<file path="src/rtl/hazard_if.sv">
// Hazard unit bundle: pipeline-buffer fields in, stall/flush/forward controls out.
// Master is the pipeline side, slave is the hazard unit.
interface hazard_if #(
  parameter int CNT_W = 16
);
  logic [4:0]       id_rs;
  logic [4:0]       id_rt;
  logic             id_uses_rt;
  logic             ex_mem_read;
  logic [4:0]       ex_rs;
  logic [4:0]       ex_rt;
  logic             mem_reg_write;
  logic [4:0]       mem_rd;
  logic             mem_branch;
  logic             mem_zero;
  logic             wb_reg_write;
  logic [4:0]       wb_rd;
  logic             pc_write;
  logic             if_id_write;
  logic             if_id_flush;
  logic             id_ex_flush;
  logic             ex_mem_flush;
  logic [1:0]       fwd_a;
  logic [1:0]       fwd_b;
  logic [1:0]       state;
  logic [CNT_W-1:0] stall_count;
  logic [CNT_W-1:0] flush_count;

  modport master (
    output id_rs, id_rt, id_uses_rt, ex_mem_read,
    output ex_rs, ex_rt, mem_reg_write, mem_rd,
    output mem_branch, mem_zero, wb_reg_write, wb_rd,
    input  pc_write, if_id_write, if_id_flush,
    input  id_ex_flush, ex_mem_flush, fwd_a, fwd_b,
    input  state, stall_count, flush_count
  );

  modport slave (
    input  id_rs, id_rt, id_uses_rt, ex_mem_read,
    input  ex_rs, ex_rt, mem_reg_write, mem_rd,
    input  mem_branch, mem_zero, wb_reg_write, wb_rd,
    output pc_write, if_id_write, if_id_flush,
    output id_ex_flush, ex_mem_flush, fwd_a, fwd_b,
    output state, stall_count, flush_count
  );
endinterface

</file>
<file path="src/rtl/hazard_unit.sv">
// Five-stage pipeline hazard controller: load-use stalls,
// taken-branch flushes and EX-stage forwarding selects.
module hazard_unit #(
  parameter int LOAD_STALL_CYCLES = 1,
  parameter int CNT_W             = 16
) (
  input logic   clk,
  input logic   rst,
  hazard_if.slave hz
);
  typedef enum logic [1:0] {
    RUN   = 2'b00,
    STALL = 2'b01,
    FLUSH = 2'b10
  } state_e;

  localparam logic [3:0] CNT_INIT = 4'(LOAD_STALL_CYCLES - 1);

  state_e           state_q, state_d;
  logic [3:0]       cnt_q, cnt_d;
  logic [CNT_W-1:0] stall_q, stall_d;
  logic [CNT_W-1:0] flush_q, flush_d;

  logic br_taken, load_use;
  logic pc_we, ifid_we, ifid_fl, idex_fl, exmem_fl;
  logic [1:0] fwd_a, fwd_b;

  assign br_taken = hz.mem_branch & hz.mem_zero;
  assign load_use = hz.ex_mem_read & (hz.ex_rt != 5'd0) &
                    ((hz.ex_rt == hz.id_rs) |
                     (hz.id_uses_rt & (hz.ex_rt == hz.id_rt)));

  always_comb begin
    state_d  = state_q;
    cnt_d    = cnt_q;
    pc_we    = 1'b1;
    ifid_we  = 1'b1;
    ifid_fl  = 1'b0;
    idex_fl  = 1'b0;
    exmem_fl = 1'b0;
    if (rst) begin
      state_d = RUN;
      cnt_d   = 4'd0;
    end else if (br_taken) begin
      // Wrong-path squash outranks any stall in flight
      ifid_fl  = 1'b1;
      idex_fl  = 1'b1;
      exmem_fl = 1'b1;
      state_d  = FLUSH;
      cnt_d    = 4'd0;
    end else begin
      unique case (state_q)
        STALL: begin
          pc_we   = 1'b0;
          ifid_we = 1'b0;
          idex_fl = 1'b1;
          cnt_d   = cnt_q - 4'd1;
          if (cnt_q == 4'd1) state_d = RUN;
        end
        FLUSH: state_d = RUN;
        default: begin
          if (load_use) begin
            pc_we   = 1'b0;
            ifid_we = 1'b0;
            idex_fl = 1'b1;
            if (LOAD_STALL_CYCLES > 1) begin
              cnt_d   = CNT_INIT;
              state_d = STALL;
            end
          end
        end
      endcase
    end
  end

  always_comb begin
    fwd_a = 2'b00;
    fwd_b = 2'b00;
    if (!rst) begin
      if (hz.mem_reg_write && hz.mem_rd != 5'd0 &&
          hz.mem_rd == hz.ex_rs)
        fwd_a = 2'b10;
      else if (hz.wb_reg_write && hz.wb_rd != 5'd0 &&
               hz.wb_rd == hz.ex_rs)
        fwd_a = 2'b01;
      if (hz.mem_reg_write && hz.mem_rd != 5'd0 &&
          hz.mem_rd == hz.ex_rt)
        fwd_b = 2'b10;
      else if (hz.wb_reg_write && hz.wb_rd != 5'd0 &&
               hz.wb_rd == hz.ex_rt)
        fwd_b = 2'b01;
    end
  end

  always_comb begin
    stall_d = stall_q;
    flush_d = flush_q;
    if (!pc_we && stall_q != '1) stall_d = stall_q + 1'b1;
    if (!rst && br_taken && flush_q != '1)
      flush_d = flush_q + 1'b1;
  end

  always_ff @(posedge clk or posedge rst) begin
    if (rst) begin
      state_q <= RUN;
      cnt_q   <= 4'd0;
      stall_q <= '0;
      flush_q <= '0;
    end else begin
      state_q <= state_d;
      cnt_q   <= cnt_d;
      stall_q <= stall_d;
      flush_q <= flush_d;
    end
  end

  assign hz.pc_write     = pc_we;
  assign hz.if_id_write  = ifid_we;
  assign hz.if_id_flush  = ifid_fl;
  assign hz.id_ex_flush  = idex_fl;
  assign hz.ex_mem_flush = exmem_fl;
  assign hz.fwd_a        = fwd_a;
  assign hz.fwd_b        = fwd_b;
  assign hz.state        = state_q;
  assign hz.stall_count  = stall_q;
  assign hz.flush_count  = flush_q;
endmodule

</file>
<file path="src/flat_wrapper.sv">
// flat-port wrapper written by rule: the top's interface ports become plain ports
module hazard_unit_flat 
#(
  parameter int LOAD_STALL_CYCLES = 1,
  parameter int CNT_W             = 16
)
  (clk, rst, hz_id_rs, hz_id_rt, hz_id_uses_rt, hz_ex_mem_read, hz_ex_rs, hz_ex_rt, hz_mem_reg_write, hz_mem_rd, hz_mem_branch, hz_mem_zero, hz_wb_reg_write, hz_wb_rd, hz_pc_write, hz_if_id_write, hz_if_id_flush, hz_id_ex_flush, hz_ex_mem_flush, hz_fwd_a, hz_fwd_b, hz_state, hz_stall_count, hz_flush_count);
  hazard_if #(.CNT_W(CNT_W)) hz_i ();
  input logic clk;
  input logic rst;
  input wire logic [$bits(hz_i.id_rs)-1:0] hz_id_rs;
  input wire logic [$bits(hz_i.id_rt)-1:0] hz_id_rt;
  input wire logic [$bits(hz_i.id_uses_rt)-1:0] hz_id_uses_rt;
  input wire logic [$bits(hz_i.ex_mem_read)-1:0] hz_ex_mem_read;
  input wire logic [$bits(hz_i.ex_rs)-1:0] hz_ex_rs;
  input wire logic [$bits(hz_i.ex_rt)-1:0] hz_ex_rt;
  input wire logic [$bits(hz_i.mem_reg_write)-1:0] hz_mem_reg_write;
  input wire logic [$bits(hz_i.mem_rd)-1:0] hz_mem_rd;
  input wire logic [$bits(hz_i.mem_branch)-1:0] hz_mem_branch;
  input wire logic [$bits(hz_i.mem_zero)-1:0] hz_mem_zero;
  input wire logic [$bits(hz_i.wb_reg_write)-1:0] hz_wb_reg_write;
  input wire logic [$bits(hz_i.wb_rd)-1:0] hz_wb_rd;
  output wire logic [$bits(hz_i.pc_write)-1:0] hz_pc_write;
  output wire logic [$bits(hz_i.if_id_write)-1:0] hz_if_id_write;
  output wire logic [$bits(hz_i.if_id_flush)-1:0] hz_if_id_flush;
  output wire logic [$bits(hz_i.id_ex_flush)-1:0] hz_id_ex_flush;
  output wire logic [$bits(hz_i.ex_mem_flush)-1:0] hz_ex_mem_flush;
  output wire logic [$bits(hz_i.fwd_a)-1:0] hz_fwd_a;
  output wire logic [$bits(hz_i.fwd_b)-1:0] hz_fwd_b;
  output wire logic [$bits(hz_i.state)-1:0] hz_state;
  output wire logic [$bits(hz_i.stall_count)-1:0] hz_stall_count;
  output wire logic [$bits(hz_i.flush_count)-1:0] hz_flush_count;
  assign hz_i.id_rs = hz_id_rs;
  assign hz_i.id_rt = hz_id_rt;
  assign hz_i.id_uses_rt = hz_id_uses_rt;
  assign hz_i.ex_mem_read = hz_ex_mem_read;
  assign hz_i.ex_rs = hz_ex_rs;
  assign hz_i.ex_rt = hz_ex_rt;
  assign hz_i.mem_reg_write = hz_mem_reg_write;
  assign hz_i.mem_rd = hz_mem_rd;
  assign hz_i.mem_branch = hz_mem_branch;
  assign hz_i.mem_zero = hz_mem_zero;
  assign hz_i.wb_reg_write = hz_wb_reg_write;
  assign hz_i.wb_rd = hz_wb_rd;
  assign hz_pc_write = hz_i.pc_write;
  assign hz_if_id_write = hz_i.if_id_write;
  assign hz_if_id_flush = hz_i.if_id_flush;
  assign hz_id_ex_flush = hz_i.id_ex_flush;
  assign hz_ex_mem_flush = hz_i.ex_mem_flush;
  assign hz_fwd_a = hz_i.fwd_a;
  assign hz_fwd_b = hz_i.fwd_b;
  assign hz_state = hz_i.state;
  assign hz_stall_count = hz_i.stall_count;
  assign hz_flush_count = hz_i.flush_count;
  hazard_unit #(.LOAD_STALL_CYCLES(LOAD_STALL_CYCLES), .CNT_W(CNT_W)) u_core (.clk(clk), .rst(rst), .hz(hz_i));
endmodule
</file>
<file path="config.mk">
export PLATFORM = sky130hd
export DESIGN_NAME = hazard_unit_flat
export DESIGN_NICKNAME = d
export VERILOG_FILES = /design/src/rtl/hazard_if.sv /design/src/rtl/hazard_unit.sv /design/src/flat_wrapper.sv
export SDC_FILE = /design/constraint.sdc
export NUM_CORES = 1
export LEC_CHECK = 0
export BUFFER_PORTS_ARGS = -buffer_cell sky130_fd_sc_hd__buf_2
export CAP_MARGIN = 40
export CORE_MARGIN = 3
export CORE_UTILIZATION = 53
export DETAILED_ROUTE_END_ITERATION = 12
export HOLD_SLACK_MARGIN = 0.05
export PLACE_DENSITY = 0.88
export SLEW_MARGIN = 20
export SYNTH_ARGS = -nofsm -noshare
export SYNTH_HDL_FRONTEND = slang
export SYNTH_SLANG_ARGS = --single-unit
export TNS_END_PERCENT = 20
</file>
<file path="constraint.sdc">
create_clock -name clk -period 3.9 [get_ports clk]
set_clock_uncertainty 0.05 [all_clocks]
set_input_delay 0.78 -clock clk [delete_from_list [all_inputs] [get_ports clk]]
set_output_delay 0.78 -clock clk [all_outputs]
set_load 0.05 [all_outputs]
</file>
==> metrics.md, run 1 <==
| Metric | Value |
|---|---|
| Slew Viols, Final | 0 |
| Sequential share of power | 0.414 |
| Busiest grt layer | met2 |
| Die Ht | 68.9 microns |
| Critical path peak fanout | 4 |
| Sequential fraction of the synthesis area | 0.393 |
| Reg2Reg Depth | 6 |
| P_sw | 0.374 mW |
| Critical path cell sequence | buf_2 -> or4_1 -> o21ai_1 -> nor3_1 -> nor4_4 -> buf_2 |
| # nets final | 332 |
| Non-filler cells, final | 341 |
| CTS tree | done |
| Post-CTS setup buffer count | 0 |
| Num CTS Buffers | 5 |
| Area leader, netlist | dfrtp_1 |
| Status | finished clean |
| DRT iter0 DRCs | 77 |
| GRT Overall Usage | 0.225 |
| Worst Setup Path Type | in2out |
| Drt total wl | 4980 microns |
| Die Wd | 68.9 microns |
| Layout cells sized above 1 | 0.341 |
| Worst-margin pin slew | 0.654 ns |
| CP endpoint kind | output port |
| Clk slew on worst S/H paths | 0.07 ns |
| Share of the synthesized area in the top cell type | 0.393 |
| Num rows | 22 |
| Max-Cap Viols | 0 |
| Switch share | 0.374 |
| Worst reg2reg setup slack | 1.65 ns |
| Combinational share of power | 0.305 |
| Die area | 4750 sq um |
| Cell-internal power | 0.626 mW |
| Pleak | 1.27 nW |
| GRT overflow | 0 |
| Type of origin of the critical path | primary input |
| Area contributors post-synth | dfrtp_1, xnor2_1, xor2_1, nand4_1, nand3_1 |
| Vias in the first global route | 1,788 |
| Hold path endpoint | u_core.hz.flush_count[12] |
| Synth Cell Area | 2100 sq um |
| Tmin final | 3.26 ns |
| Placer congestion estimate | 0.827 |
| Area grow syn2layout | 24.8% |
| CP max-delay cell | or4_1 |
| Syn_area_per_cell | 9.77 sq um |
| Setup TNS | 0 ns |
| Via-to-Cell Ratio | 5.52 |
| Max clock buf depth | 2 |
| Met2 Use GR | 0.376 |
| Post-route ant nets | 0 |
| Clock Power Share | 0.282 |
| Clock sink total | 33 |
| Via count | 1,881 |
| Pwr dens | 382 nW/um^2 |
| Cts hold-fix bufs | 0 |
| Pre-antenna DRT Iters | 4 |
| First-pass GRT wire length | 8000 microns |
| Area after DPL | 2520 sq um |
| Mapped Cells | 215 |
| # DRC | 0 |
| Critical Path Max Stage Delay | 0.53 ns |
| Design area | 2620 sq um |
| Core Area | 3740 sq um |
| Antenna violations before repair | 0 |
| Post-CTS sizing | 0 |
| Hold WS | 0.433 ns |
| Final WS setup | 0.639 ns |
| Worst r2r src | u_core.hz.stall_count[0] |
| Netlist cell types | 38 |
| CP arrival | 2.43 ns |
| Post-Syn Nets | 255 |
| FMAX | 307 MHz |
| Warnings from Yosys | 0 |
| Critical R2R Capture | u_core.hz.stall_count[1] |
| Starting Density | 0.561 |
| I/O Buffers | 79 |
| Largest net degree at the start of global routing | 35 |
| DP Wirelength | 3890 microns |
| Met1 Track Usage GR | 0.285 |
| Final hold violation count | 0 |
| Req. time, crit path | 3.07 ns |
| Pre-CTS setup slack | 0.642 ns |
| Fin crit share | 0.836 |
| H-Tree Depth | 2 |
| Peak supply drop | 0.183 mV |
| Routed WL per cell | 14.6 microns |
| Hold path start | u_core.hz.flush_count[12] |
| HP Class | reg2reg |
| M3 GR Usage | 0.0535 |
| Clk_lat worst skew | 0.28 ns |
| Hold depth | 1 |
| Yosys reg bits | 33 |
| RSZ-0062 raised after global routing | false |
| Io pins | 81 |
| Rel. slew slack | 0.562 |
| Most used cell, CP | buf_2 |
| Worst setup startpoint | hz_mem_rd[0] |
| Final setup fails | 0 |
| Number of diodes | 0 |
| CTS root buf | clkbuf_8 |
| DP Cell Count | 333 |
metrics by stage:
step / total power, mW / util
floorplan: 0.642 / -
global placement: 0.719 / 0.673
detailed placement: 0.726 / 0.673
CTS: 1.01 / 0.700
global route: 1.05 / 0.700
finish: 1.00 / 0.700
cell usage after synthesis:
| cell | number |
|---|---|
| dfrtp_1 | 33 |
| and2_1 | 3 |
| or4_4 | 1 |
| buf_2 | 4 |
| o211ai_4 | 1 |
| a2bb2oi_1 | 1 |
| a41oi_1 | 2 |
| a21oi_1 | 1 |
| nor3b_1 | 2 |
| nor4_1 | 5 |
| or4_1 | 4 |
| mux2_2 | 2 |
| nor2_1 | 10 |
| conb_1 | 1 |
| buf_6 | 2 |
| nand3_1 | 15 |
| inv_1 | 5 |
| xor2_1 | 16 |
| nand2b_1 | 1 |
| and3_1 | 4 |
| xnor2_1 | 40 |
| o21ai_1 | 1 |
| clkbuf_1 | 2 |
| buf_4 | 3 |
| or2_2 | 1 |
| a311oi_2 | 1 |
| nor2b_1 | 2 |
| nor3_1 | 6 |
| nand2_1 | 16 |
| and4_1 | 5 |
| o22ai_2 | 1 |
| ha_1 | 2 |
| nand3b_1 | 1 |
| nor3_2 | 2 |
| nand4_1 | 14 |
| a31oi_1 | 2 |
| nor4b_1 | 2 |
| o211ai_1 | 1 |
state kept, by name, summed over array words and instances, names as in the netlist:
signal	cells
u_core.hz.flush_count	16
u_core.hz.stall_count	16
u_core.hz.state	1
per-layer routing:
layer	wire length, microns	share of wire
met5	0	0
met4	57	0.011
met3	365	0.073
met2	2370	0.47
met1	2190	0.44
power by group through the flow:
stage | logic, mW | clock network [mW] | registers [mW]
after global routing | 0.326 | 0.305 | 0.422
after CTS | 0.307 | 0.286 | 0.413
final | 0.304 | 0.282 | 0.414
after global placement | 0.301 | 0 | 0.418
after detailed placement | 0.306 | 0 | 0.420
after floorplan | 0.116 | 0 | 0.526
critical path, delay by kind of cell:
| family | cells | cell delay (ns) |
|---|---|---|
| AOI/OAI and AO/OA | 1 | 0.26 |
| buffers and inverters | 2 | 0.42 |
| and+or+nand+nor | 3 | 0.96 |
cells by family after synthesis:
family          synth area share
simple gates               0.255
buf+inv                   0.0435
fa+ha+maj                 0.0119
xor+xnor                   0.234
mux                       0.0107
compound gates            0.0501
other cells              0.00179
flops                      0.393
placed cells by master, fill, tap and decap left out, types with 5 or more instances in the layout:
cell type	netlist	routed
and4_1	5	5
nor2_1	10	10
dfrtp_1	33	33
nand3_1	15	15
xor2_1	16	16
nand4_1	14	14
nand2_1	16	16
inv_1	5	5
xnor2_1	40	40
buf_2	4	79
clkbuf_8	0	7
nor3_1	6	6
worst max-delay path by stage:
stage,endpoint,slack [ns],cells after the start
after global routing,hz_fwd_a[0],0.58,6
final,hz_fwd_a[0],0.64,6
after floorplan,hz_fwd_b[0],-0.05,4
after CTS,hz_fwd_a[0],0.64,6
after detailed placement,hz_fwd_a[0],0.64,6
after global placement,hz_fwd_b[0],0.70,6
layout make-up:
class | count | area, sq um
Clock buffer | 7 | 96.3
Clock inverter | 1 | 5.00
Fill cell | 297 | 1120
Inverter | 5 | 18.8
Multi-Input combinational cell | 166 | 1200
Sequential cell | 33 | 826
Tap cell | 48 | 60.1
Timing Repair Buffer | 81 | 410
No activity file was read; power rests on OpenSTA's default activity.
==> run 2, diff against run 1 <==
- CORE_UTILIZATION: 53 -> 49
- PLACE_DENSITY: 0.88 -> 0.82
- clock period: 3.9 -> 3.33 ns (I/O delays scaled with it)
==> metrics.md, run 2 (same netlist as run 1, synthesis figures left out) <==
| Metric | Value |
|---|---|
| Status | finished clean |
| Multi-input logic area | 1210 sq um |
| CTS root buf | clkbuf_8 |
| Pwr dens | 461 nW/um^2 |
| DP Wirelength | 3790 microns |
| Num rows | 23 |
| Vias in the first global route | 1,784 |
| Area after DPL | 2530 sq um |
| Rel. slew slack | 0.557 |
| Die Ht | 71.5 microns |
| H-Tree Depth | 2 |
| Critical path peak fanout | 4 |
| Final hold violation count | 0 |
| CP arrival | 2.29 ns |
| Design area | 2650 sq um |
| First-pass GRT wire length | 7760 microns |
| RSZ-0062 raised after global routing | false |
| Cts hold-fix bufs | 0 |
| Clk slew on worst S/H paths | 0.07 ns |
| GRT overflow | 0 |
| CP endpoint kind | output port |
| Worst Setup Path Type | in2out |
| Post-CTS setup buffer count | 0 |
| # nets final | 332 |
| Num CTS Buffers | 5 |
| Via-to-Cell Ratio | 5.50 |
| Max-Cap Viols | 0 |
| Commonest non-fill, non-tap cell in the layout | buf_2 |
| Placer congestion estimate | 0.822 |
| Tmin final | 3.01 ns |
| Number of diodes | 0 |
| Antenna violations before repair | 0 |
| Fin crit share | 0.903 |
| Uppermost layer routed | met4 |
| Type of origin of the critical path | primary input |
| Met3 wire len | 453 microns |
| Starting Density | 0.517 |
| FMAX | 333 MHz |
| Die area | 5110 sq um |
| Clk_lat worst skew | 0.28 ns |
| Tot Pwr | 1.22 mW |
| Post-route ant nets | 0 |
| Req. time, crit path | 2.61 ns |
| FF/Latch Area | 826 sq um |
| I/O Buffers | 79 |
| Wire length on met2 | 2270 microns |
| Routed WL per cell | 13.5 microns |
| Max clock buf depth | 2 |
| Drt total wl | 4640 microns |
| DRT iter0 DRCs | 148 |
| Area grow syn2layout | 26.2% |
| Clock sink total | 33 |
| Setup TNS | 0 ns |
| Core Area | 4060 sq um |
| M1 WL | 1810 microns |
| DP Cell Count | 335 |
| # DRC | 0 |
| Io pins | 81 |
| Worst-margin pin slew | 0.661 ns |
| Die Wd | 71.5 microns |
| Non-filler cells, final | 343 |
| Pleak | 1.27 nW |
| Pre-antenna DRT Iters | 4 |
| GRT Overall Usage | 0.190 |
| Final setup fails | 0 |
| Layout cells sized above 1 | 0.341 |
| HP Class | reg2reg |
| Post-CTS sizing | 0 |
| Peak supply drop | 0.177 mV |
| Slew Viols, Final | 0 |
| Largest net degree at the start of global routing | 35 |
| Via count | 1,886 |
| CTS tree | done |
| Fill cells | 339 |
| Commonest cells after routing, fill and taps aside | buf_2, xnor2_1, dfrtp_1, nand2_1, xor2_1 |
==> run 2: worst max-delay path: stages <==
cell	delay, ns
buf_2	0.12
or4_1	0.52
o21ai_1	0.27
nor3_1	0.14
nor4_4	0.28
buf_2	0.30
==> run 2: where the power goes <==
part           switching, mW  internal, mW  leakage [nW]
Sequential            0.0445         0.438         0.446
Combinational          0.247         0.108         0.764
Clock                  0.141         0.244        0.0585
==> run 2: final timing paths <==
check | start | endpoint | slack (ns) | cells past startpoint
max | hz_mem_rd[0] | hz_fwd_a[0] | 0.32 | 6
min | u_core.hz.flush_count[12] | u_core.hz.flush_count[12] | 0.45 | 1
max reg2reg | u_core.hz.stall_count[0] | u_core.hz.stall_count[1] | 1.07 | 6
min reg2reg | u_core.hz.flush_count[12] | u_core.hz.flush_count[12] | 0.45 | 1
max in group asynchronous | rst | u_core.hz.flush_count[2] | 2.41 | 3
min in group asynchronous | rst | u_core.hz.flush_count[3] | 0.51 | 3
==> run 2: per-stage QoR <==
step | worst slack [ns] | hold slack, ns | utilization
global route | 0.241 | 0.481 | 0.653
finish | 0.323 | 0.450 | 0.653
detailed placement | 0.314 | 0.442 | 0.624
global placement | 0.349 | 0.425 | 0.624
floorplan | 0.0238 | 0.559 | -
CTS | 0.314 | 0.450 | 0.653
==> run 2: routing by layer <==
| layer | track usage | vias up |
|---|---|---|
| met5 | 0 | - |
| met3 | 0.0435 | 12 |
| met4 | 0.0877 | 0 |
| met2 | 0.322 | 95 |
| met1 | 0.228 | 870 |
| li1 | - | 909 |
==> run 2: area by class of cell <==
class	instances	share of cell area
sequential	33	0.312
clock inverter	1	0.0113
inverter	5	0.00850
timing repair buffer	81	0.155
multi-input combinational	166	0.458
tap	50	0.0236
clock buffer	7	0.0326
